`config.mk`:
```
export PLATFORM = sky130hd
export DESIGN_NAME = extract_metadata_mc_flat
export DESIGN_NICKNAME = d
export VERILOG_FILES = /design/src/rtl/extract_metadata_mc_if.sv /design/src/rtl/extract_metadata_mc.sv /design/src/flat_wrapper.sv
export SDC_FILE = /design/constraint.sdc
export NUM_CORES = 2
export LEC_CHECK = 0
export CAP_MARGIN = 20
export CORE_AREA = 2 2 573 575
export CTS_CLUSTER_DIAMETER = 80
export CTS_CLUSTER_SIZE = 40
export DETAILED_ROUTE_END_ITERATION = 12
export DIE_AREA = 0 0 575 577
export MAX_ROUTING_LAYER = met4
export SLEW_MARGIN = 30
export SYNTH_ARGS = -nofsm -noshare
export SYNTH_HDL_FRONTEND = slang
export SYNTH_SLANG_ARGS = --single-unit
```
`constraint.sdc`:
```
create_clock -name axi_aclk -period 43.6 [get_ports axi_aclk]
set_input_delay 6.54 -clock axi_aclk [delete_from_list [all_inputs] [get_ports axi_aclk]]
set_output_delay 6.54 -clock axi_aclk [all_outputs]
set_load 0.005 [all_outputs]
```
`src/rtl/extract_metadata_mc_if.sv`:
```
`default_nettype none
// ============================================================================
//  Module      : extract_metadata_mc_if
//  Description : AXI4-Stream bundle (tdata/tstrb/tuser/tvalid/tready/tlast)
//                used for both the RX input and the output of
//                extract_metadata_mc.
//  Modports    : master - drives tdata/tstrb/tuser/tvalid/tlast, takes tready
//                slave  - takes tdata/tstrb/tuser/tvalid/tlast, drives tready
//  Revision    : 1.0 - initial release
// ============================================================================
interface extract_metadata_mc_if #(
  parameter int DATA_WIDTH  = 512,
  parameter int TUSER_WIDTH = 128
);
  logic [DATA_WIDTH-1:0]   tdata;
  logic [DATA_WIDTH/8-1:0] tstrb;
  logic [TUSER_WIDTH-1:0]  tuser;
  logic                    tvalid;
  logic                    tready;
  logic                    tlast;

  modport master (
    output tdata,
    output tstrb,
    output tuser,
    output tvalid,
    output tlast,
    input  tready
  );

  modport slave (
    input  tdata,
    input  tstrb,
    input  tuser,
    input  tvalid,
    input  tlast,
    output tready
  );
endinterface
`default_nettype wire

```
`src/rtl/extract_metadata_mc.sv`:
```
`default_nettype none
// ============================================================================
//  Module      : extract_metadata_mc
//  Description : RX-path metadata extractor. When extraction is enabled the
//                first beat of each packet is a metadata header; it is
//                stripped and its timestamp (and optionally its length field)
//                is overlaid onto the tuser of the payload beats. With
//                extraction disabled packets pass through unmodified. All
//                traffic goes through a small first-word-fallthrough FIFO.
//  Ports       : axi_aclk        clock
//                axi_areset      synchronous active-high reset
//                sw_rst          synchronous active-high soft reset
//                s_axis          AXI4-Stream input  (slave modport)
//                m_axis          AXI4-Stream output (master modport)
//                em_enable       extraction enable, sampled at packet start
//                em_ts_all_beats timestamp on every payload beat (else first)
//                em_len_en       overwrite tuser[15:0] with header length
//                pkt_count       extracted packets completed (wraps)
//                hdr_drop_count  header-only packets dropped (wraps)
//  Revision    : 1.0 - initial release
// ============================================================================
module extract_metadata_mc #(
  parameter int C_AXIS_DATA_WIDTH     = 512,
  parameter int C_AXIS_TUSER_WIDTH    = 128,
  parameter int C_TS_WIDTH            = 64,
  parameter int C_TUSER_TIMESTAMP_POS = 32,
  parameter int C_LEN_POS             = 64,
  parameter int C_FIFO_DEPTH_BITS     = 2
) (
  input  wire                          axi_aclk,
  input  wire                          axi_areset,
  input  wire                          sw_rst,

  extract_metadata_mc_if.slave         s_axis,
  extract_metadata_mc_if.master        m_axis,

  input  wire                          em_enable,
  input  wire                          em_ts_all_beats,
  input  wire                          em_len_en,

  output logic [31:0]                  pkt_count,
  output logic [31:0]                  hdr_drop_count
);

  // --------------------------------------------------------------------------
  // Derived constants
  // --------------------------------------------------------------------------
  localparam int STRB_WIDTH = C_AXIS_DATA_WIDTH / 8;
  localparam int FIFO_WIDTH = C_AXIS_DATA_WIDTH + STRB_WIDTH + C_AXIS_TUSER_WIDTH + 1;
  localparam int FIFO_DEPTH = 1 << C_FIFO_DEPTH_BITS;

  // Input is throttled one entry before the FIFO is full, so a beat that is
  // already in flight on the same cycle the threshold is reached still fits.
  localparam logic [C_FIFO_DEPTH_BITS:0] NEARLY_FULL_LEVEL =
    (C_FIFO_DEPTH_BITS + 1)'(FIFO_DEPTH - 1);

  typedef enum logic [1:0] {
    S_START   = 2'd0,
    S_PAYLOAD = 2'd1,
    S_BYPASS  = 2'd2
  } state_t;

  // Either reset source has identical effect.
  logic rst_any;
  assign rst_any = axi_areset | sw_rst;

  // --------------------------------------------------------------------------
  // Input FIFO (first-word fallthrough)
  // --------------------------------------------------------------------------
  logic [FIFO_WIDTH-1:0]         fifo_mem [FIFO_DEPTH];
  logic [C_FIFO_DEPTH_BITS-1:0]  wr_ptr;
  logic [C_FIFO_DEPTH_BITS-1:0]  rd_ptr;
  logic [C_FIFO_DEPTH_BITS:0]    fifo_count;

  logic                          fifo_empty;
  logic                          fifo_nearly_full;
  logic                          fifo_wr;
  logic                          fifo_rd;

  logic [FIFO_WIDTH-1:0]         head_word;
  logic [C_AXIS_DATA_WIDTH-1:0]  head_tdata;
  logic [STRB_WIDTH-1:0]         head_tstrb;
  logic [C_AXIS_TUSER_WIDTH-1:0] head_tuser;
  logic                          head_tlast;

  assign fifo_empty       = (fifo_count == '0);
  assign fifo_nearly_full = (fifo_count >= NEARLY_FULL_LEVEL);

  // Ready is held low for the whole reset so nothing is written into a FIFO
  // that is being flushed.
  assign s_axis.tready = !fifo_nearly_full && !rst_any;
  assign fifo_wr       = s_axis.tvalid && s_axis.tready;

  assign head_word = fifo_mem[rd_ptr];
  assign {head_tlast, head_tuser, head_tstrb, head_tdata} = head_word;

  // Storage needs no reset: flushing the pointers makes its contents invisible.
  always_ff @(posedge axi_aclk) begin
    if (fifo_wr) begin
      fifo_mem[wr_ptr] <= {s_axis.tlast, s_axis.tuser, s_axis.tstrb, s_axis.tdata};
    end
  end

  always_ff @(posedge axi_aclk) begin
    if (rst_any) begin
      wr_ptr     <= '0;
      rd_ptr     <= '0;
      fifo_count <= '0;
    end else begin
      if (fifo_wr) begin
        wr_ptr <= wr_ptr + 1'b1;
      end
      if (fifo_rd) begin
        rd_ptr <= rd_ptr + 1'b1;
      end
      case ({fifo_wr, fifo_rd})
        2'b10:   fifo_count <= fifo_count + 1'b1;
        2'b01:   fifo_count <= fifo_count - 1'b1;
        default: fifo_count <= fifo_count;
      endcase
    end
  end

  // --------------------------------------------------------------------------
  // Packet state and per-packet latched configuration
  // --------------------------------------------------------------------------
  state_t                 state;
  logic [C_TS_WIDTH-1:0]  ts_r;
  logic [15:0]            len_r;
  logic                   ts_all_r;
  logic                   len_en_r;
  logic                   first_r;       // next payload beat is the first one
  logic                   bypass_hold_r; // bypass start beat offered, not taken

  // Once a bypass start beat has been offered on the output it must stay
  // offered even if em_enable rises before it is accepted, otherwise the
  // beat would be retracted and reinterpreted as a header.
  logic start_extract;
  assign start_extract = em_enable && !bypass_hold_r;

  // --------------------------------------------------------------------------
  // Output-side decode: valid, FIFO pop and tuser overlay
  // --------------------------------------------------------------------------
  logic                          out_valid;
  logic [C_AXIS_TUSER_WIDTH-1:0] out_tuser;

  always_comb begin
    out_valid = 1'b0;
    fifo_rd   = 1'b0;
    out_tuser = head_tuser;

    if (!rst_any && !fifo_empty) begin
      case (state)
        S_START: begin
          if (start_extract) begin
            // Header is consumed internally and never shown on the output.
            fifo_rd = 1'b1;
          end else begin
            out_valid = 1'b1;
            fifo_rd   = m_axis.tready;
          end
        end
        S_PAYLOAD, S_BYPASS: begin
          out_valid = 1'b1;
          fifo_rd   = m_axis.tready;
        end
        default: begin
          out_valid = 1'b0;
          fifo_rd   = 1'b0;
        end
      endcase
    end

    if (state == S_PAYLOAD) begin
      out_tuser[C_TUSER_TIMESTAMP_POS +: C_TS_WIDTH] =
        (first_r || ts_all_r) ? ts_r : '0;
      if (len_en_r) begin
        out_tuser[15:0] = len_r;
      end
    end
  end

  assign m_axis.tvalid = out_valid;
  assign m_axis.tdata  = head_tdata;
  assign m_axis.tstrb  = head_tstrb;
  assign m_axis.tlast  = head_tlast;
  assign m_axis.tuser  = out_tuser;

  // --------------------------------------------------------------------------
  // State machine and counters
  // --------------------------------------------------------------------------
  always_ff @(posedge axi_aclk) begin
    if (rst_any) begin
      state          <= S_START;
      ts_r           <= '0;
      len_r          <= '0;
      ts_all_r       <= 1'b0;
      len_en_r       <= 1'b0;
      first_r        <= 1'b0;
      bypass_hold_r  <= 1'b0;
      pkt_count      <= '0;
      hdr_drop_count <= '0;
    end else if (!fifo_empty) begin
      case (state)
        S_START: begin
          if (start_extract) begin
            ts_r     <= head_tdata[C_TS_WIDTH-1:0];
            len_r    <= head_tdata[C_LEN_POS +: 16];
            ts_all_r <= em_ts_all_beats;
            len_en_r <= em_len_en;
            first_r  <= 1'b1;
            if (head_tlast) begin
              // Header with no payload: malformed, drop it silently.
              hdr_drop_count <= hdr_drop_count + 32'd1;
            end else begin
              state <= S_PAYLOAD;
            end
          end else if (m_axis.tready) begin
            bypass_hold_r <= 1'b0;
            if (!head_tlast) begin
              state <= S_BYPASS;
            end
          end else begin
            bypass_hold_r <= 1'b1;
          end
        end

        S_PAYLOAD: begin
          if (m_axis.tready) begin
            first_r <= 1'b0;
            if (head_tlast) begin
              pkt_count <= pkt_count + 32'd1;
              state     <= S_START;
            end
          end
        end

        S_BYPASS: begin
          if (m_axis.tready && head_tlast) begin
            state <= S_START;
          end
        end

        default: begin
          state <= S_START;
        end
      endcase
    end
  end

endmodule
`default_nettype wire

```
`src/flat_wrapper.sv`:
```
// flat-port wrapper written by rule: the top's interface ports become plain ports
module extract_metadata_mc_flat 
#(
  parameter int C_AXIS_DATA_WIDTH     = 512,
  parameter int C_AXIS_TUSER_WIDTH    = 128,
  parameter int C_TS_WIDTH            = 64,
  parameter int C_TUSER_TIMESTAMP_POS = 32,
  parameter int C_LEN_POS             = 64,
  parameter int C_FIFO_DEPTH_BITS     = 2
)
  (axi_aclk, axi_areset, sw_rst, em_enable, em_ts_all_beats, em_len_en, pkt_count, hdr_drop_count, s_axis_tdata, s_axis_tstrb, s_axis_tuser, s_axis_tvalid, s_axis_tlast, s_axis_tready, m_axis_tdata, m_axis_tstrb, m_axis_tuser, m_axis_tvalid, m_axis_tlast, m_axis_tready);
  extract_metadata_mc_if #(.DATA_WIDTH((512)), .TUSER_WIDTH((128))) s_axis_i ();
  extract_metadata_mc_if #(.DATA_WIDTH((512)), .TUSER_WIDTH((128))) m_axis_i ();
  input  wire axi_aclk;
  input  wire axi_areset;
  input  wire sw_rst;
  input  wire em_enable;
  input  wire em_ts_all_beats;
  input  wire em_len_en;
  output logic [31:0] pkt_count;
  output logic [31:0] hdr_drop_count;
  input wire logic [$bits(s_axis_i.tdata)-1:0] s_axis_tdata;
  input wire logic [$bits(s_axis_i.tstrb)-1:0] s_axis_tstrb;
  input wire logic [$bits(s_axis_i.tuser)-1:0] s_axis_tuser;
  input wire logic [$bits(s_axis_i.tvalid)-1:0] s_axis_tvalid;
  input wire logic [$bits(s_axis_i.tlast)-1:0] s_axis_tlast;
  output wire logic [$bits(s_axis_i.tready)-1:0] s_axis_tready;
  output wire logic [$bits(m_axis_i.tdata)-1:0] m_axis_tdata;
  output wire logic [$bits(m_axis_i.tstrb)-1:0] m_axis_tstrb;
  output wire logic [$bits(m_axis_i.tuser)-1:0] m_axis_tuser;
  output wire logic [$bits(m_axis_i.tvalid)-1:0] m_axis_tvalid;
  output wire logic [$bits(m_axis_i.tlast)-1:0] m_axis_tlast;
  input wire logic [$bits(m_axis_i.tready)-1:0] m_axis_tready;
  assign s_axis_i.tdata = s_axis_tdata;
  assign s_axis_i.tstrb = s_axis_tstrb;
  assign s_axis_i.tuser = s_axis_tuser;
  assign s_axis_i.tvalid = s_axis_tvalid;
  assign s_axis_i.tlast = s_axis_tlast;
  assign s_axis_tready = s_axis_i.tready;
  assign m_axis_tdata = m_axis_i.tdata;
  assign m_axis_tstrb = m_axis_i.tstrb;
  assign m_axis_tuser = m_axis_i.tuser;
  assign m_axis_tvalid = m_axis_i.tvalid;
  assign m_axis_tlast = m_axis_i.tlast;
  assign m_axis_i.tready = m_axis_tready;
  extract_metadata_mc #(.C_AXIS_DATA_WIDTH(C_AXIS_DATA_WIDTH), .C_AXIS_TUSER_WIDTH(C_AXIS_TUSER_WIDTH), .C_TS_WIDTH(C_TS_WIDTH), .C_TUSER_TIMESTAMP_POS(C_TUSER_TIMESTAMP_POS), .C_LEN_POS(C_LEN_POS), .C_FIFO_DEPTH_BITS(C_FIFO_DEPTH_BITS)) u_core (.axi_aclk(axi_aclk), .axi_areset(axi_areset), .sw_rst(sw_rst), .s_axis(s_axis_i), .m_axis(m_axis_i), .em_enable(em_enable), .em_ts_all_beats(em_ts_all_beats), .em_len_en(em_len_en), .pkt_count(pkt_count), .hdr_drop_count(hdr_drop_count));
endmodule
```
==> flow_summary.toml <==
[run_status]
run_status = "complete, no violations"

[placement]
place_worst_setup_slack_ps = 27990
total_of_buffers_placed_on_input_and_output_ports = 1483
hpwlAfterDp_um = 221300
placement.cell_area_sq_mm = 0.1290
routabilityCongestion = 0.8625

[die]
initial_core_util_pct = 33.36
die_y_um = 577
num_rows = 210
die_width_um = 575
die_area_sq_mm = 0.3318
core_area_sq_mm = 0.3258
io_pins = 1484

[clock_network]
ctsLongestPathBuffers = 4
cts_root_buffer = "sky130_fd_sc_hd__clkbuf_16"
cts_made_buffers = 135
cts-hold-fix-buffers = 0
path_clk_slew_ps = 110
clock_tree_from_tritoncts = "yes"
post_cts_buffers = 0
clock_sinks = 2979
worstSkewPairLatency_ps = 870
cts_max_level = 4
post_cts_resized = 0

[setup_path]
critical_path.endpoint_type = "primary output"
timing_worst_setup_path_type = "input port to primary output"
timing.rr.end = "u_core.fifo_mem[1][180]$_DFFE_PP_"
critical_path_arrival_ps = 8730
worstRegToRegCells = 9
crit-reg2reg-launch = "u_core.fifo_count[1]$_SDFFE_PP0P_"
crit_required_ps = 37060
ff2ff_setup_slack_ps = 36680
critPathMaxFanout = 6
start_kind = "input port"

[hold_path]
whs_path_depth = 2
worstHoldPathType = "flop to flop"
hold_path.startpoint = "u_core.ts_r[16]$_SDFFE_PP0P_"
hold-path-endpoint = "u_core.ts_r[16]$_SDFFE_PP0P_"

[sta]
rsz0062_at_grt = "no"
fin_crit_ps = 15270
finalWorstSetupSlack_ps = 28330
setup_violations = 0
achievable-frequency_mhz = 65.50
hold_slack_ps = 459.8
timing.slew.headroom_pct = 35.01
finalHoldViolCount = 0
layout_worst_path_cycle_share_pct = 35.02
fin_worst_skew_ps = 89.30
slew_viol_final = 0
fin_tns_setup_ps = 0
tightestPinTransition_ps = 974.8

[global_route]
grt_pass1_vias = 53740
grt_start_max_net_pins = 126
grt_antenna_before_repair = 154
global_route.usage.total_pct = 18.91
globalRouteOverflowTotal = 0
first_pass_grt_wire_length_um = 430700

[synthesis]
ys_types = 42
synth-edff-count = 2820
postSynth.asyncResetShare_pct = 0
ys_dominant_reg_cell = "sky130_fd_sc_hd__edfxtp_1"
yosys_warnings = 0
post_synth.cell_area_avg_sq_um = 23.10
synthCells = 4704
synth_area_sq_mm = 0.1087
synth_seq_area_share_pct = 80.84
ys_ff_latch = 2979
synth_fp_nets = 5429

[pwr]
post-layout-total-power_uw = 5042
vdd_drop_max_mv = 0.03001
p_leak_uw = 0.04013
p_per_area_mw_per_mm2 = 37.49

[cells_and_area]
fillerInstances = 28490
finish.net_count = 6917
multiInputGateArea_sq_mm = 0.01973
area_delta_synth_final_pct = 23.74
area.sequential_sq_mm = 0.08787
drive_above_1_share_pct = 16.78
postLayoutCellArea_sq_mm = 0.1345

[routing]
detail_route.wl_per_cell_um = 29.30
route.detailed.drc = 0
vias = 54140
detailedRoute.firstIterationViolations = 5259
detail_route.wirelength_um = 315300
final_antenna_net_count = 0
avgViaCountPerCell = 5.031
drt_pass1_iterations = 6

[job]
cap_viol_max_count = 0
==> flip-flops by register name (all words and copies together) (netlist names), named ones only <==
register / flops
u_core.ts_all_r: 1
u_core.pkt_count: 32
u_core.fifo_count: 3
u_core.len_r: 16
u_core.bypass_hold_r: 1
u_core.len_en_r: 1
u_core.hdr_drop_count: 32
u_core.first_r: 1
u_core.state: 2
u_core.fifo_mem: 2820
u_core.wr_ptr: 2
u_core.ts_r: 64
u_core.rd_ptr: 2
==> layer usage <==
metal	vias up	global-route usage [%]	wire length (um)
met5	-	-	0
met3	370	6.136	30640
met4	0	5.392	8334
li1	22600	-	-
met1	28940	22.47	118800
met2	2226	30.81	157600
==> worst max path at each step <==
stage	startpoint	endpoint	slack, ps	cells after the start
after global placement	sw_rst	s_axis_tready	28050	4
after CTS	sw_rst	s_axis_tready	27970	4
after global routing	sw_rst	s_axis_tready	28290	4
final	sw_rst	s_axis_tready	28330	4
after floorplan	sw_rst	u_core.fifo_mem[1][0]$_DFFE_PP_	19020	3
after detailed placement	sw_rst	s_axis_tready	27990	4
==> kinds of logic (layout without fill, tap and decap cells) <==
group / count (synthesis) / after routing / synth area share (%)
adder cells (fa/ha/maj): 12 / 12 / 0.1451
AO/OA/AOI/OAI: 196 / 196 / 0.9440
multiplexers: 722 / 722 / 14.78
buffers and inverters: 297 / 1891 / 1.057
other: 0 / 116 / 0
XOR/XNOR: 50 / 50 / 0.4029
flip-flops: 2979 / 2979 / 80.84
AND/OR/NAND/NOR: 448 / 448 / 1.825
==> metrics by stage <==
step	utilization [%]	std cells
floorplan	-	4704
global placement	39.56	10400
detailed placement	39.59	10400
CTS	41.16	10640
global route	41.27	10750
finish	41.28	10760
==> critical path, stage by stage <==
cell and delay [ps]:
sky130_fd_sc_hd__clkdlybuf4s50_1 610, sky130_fd_sc_hd__or2_4 360, sky130_fd_sc_hd__a211oi_2 560, sky130_fd_sc_hd__clkdlybuf4s50_1 650
==> report_power, final <==
group / switching, uW / internal, uW
combinational: 95.2 / 109
clock: 1010 / 672
sequential: 4.98 / 3150
==> synth_stat cells (all sizes together), types with 3 or more instances <==
master	instances	share of area, %
edfxtp	2820	78
mux4	705	15
nand2	257	0.89
dfxtp	159	2.9
clkbuf	109	0.38
buf	108	0.40
a21oi	105	0.48
inv	80	0.28
o21ai	78	0.36
nor2	67	0.23
xor2	31	0.25
nand4	27	0.16
nand3	25	0.12
or3	19	0.11
xnor2	19	0.15
mux2	16	0.17
nor3	13	0.060
and3	11	0.063
ha	11	0.13
and4	9	0.073
nor4	8	0.046
o21a	5	0.035
and2	3	0.017
==> cells in the final DEF, fill, tap and decap left out, drive strengths merged, types with 2 or more instances in the layout <==
master         synthesis  layout
a21oi                105     105
and2                   3       3
and3                  11      11
and4                   9       9
buf                  108      85
clkbuf               109     145
clkdlybuf4s50          0    1483
clkinv                 0      39
clkinvlp               0       6
dfxtp                159     159
diode                  0     116
edfxtp              2820    2820
ha                    11      11
inv                   80     133
mux2                  16      16
mux4                 705     705
nand2                257     257
nand3                 25      25
nand3b                 2       2
nand4                 27      27
nor2                  67      67
nor3                  13      13
nor4                   8       8
o21a                   5       5
o21ai                 78      78
or2                    2       2
or3                   19      19
xnor2                 19      19
xor2                  31      31
==> cell type report <==
cell class	instances	share of cell area (%)
antenna	116	0.2158
inverter	80	0.2233
multi-input combinational	1428	14.67
timing repair buffer	1568	11.69
tap	4346	4.043
clock buffer	145	2.619
clock inverter	98	1.198
sequential	2979	65.34
(Power assumes the default switching activity.)
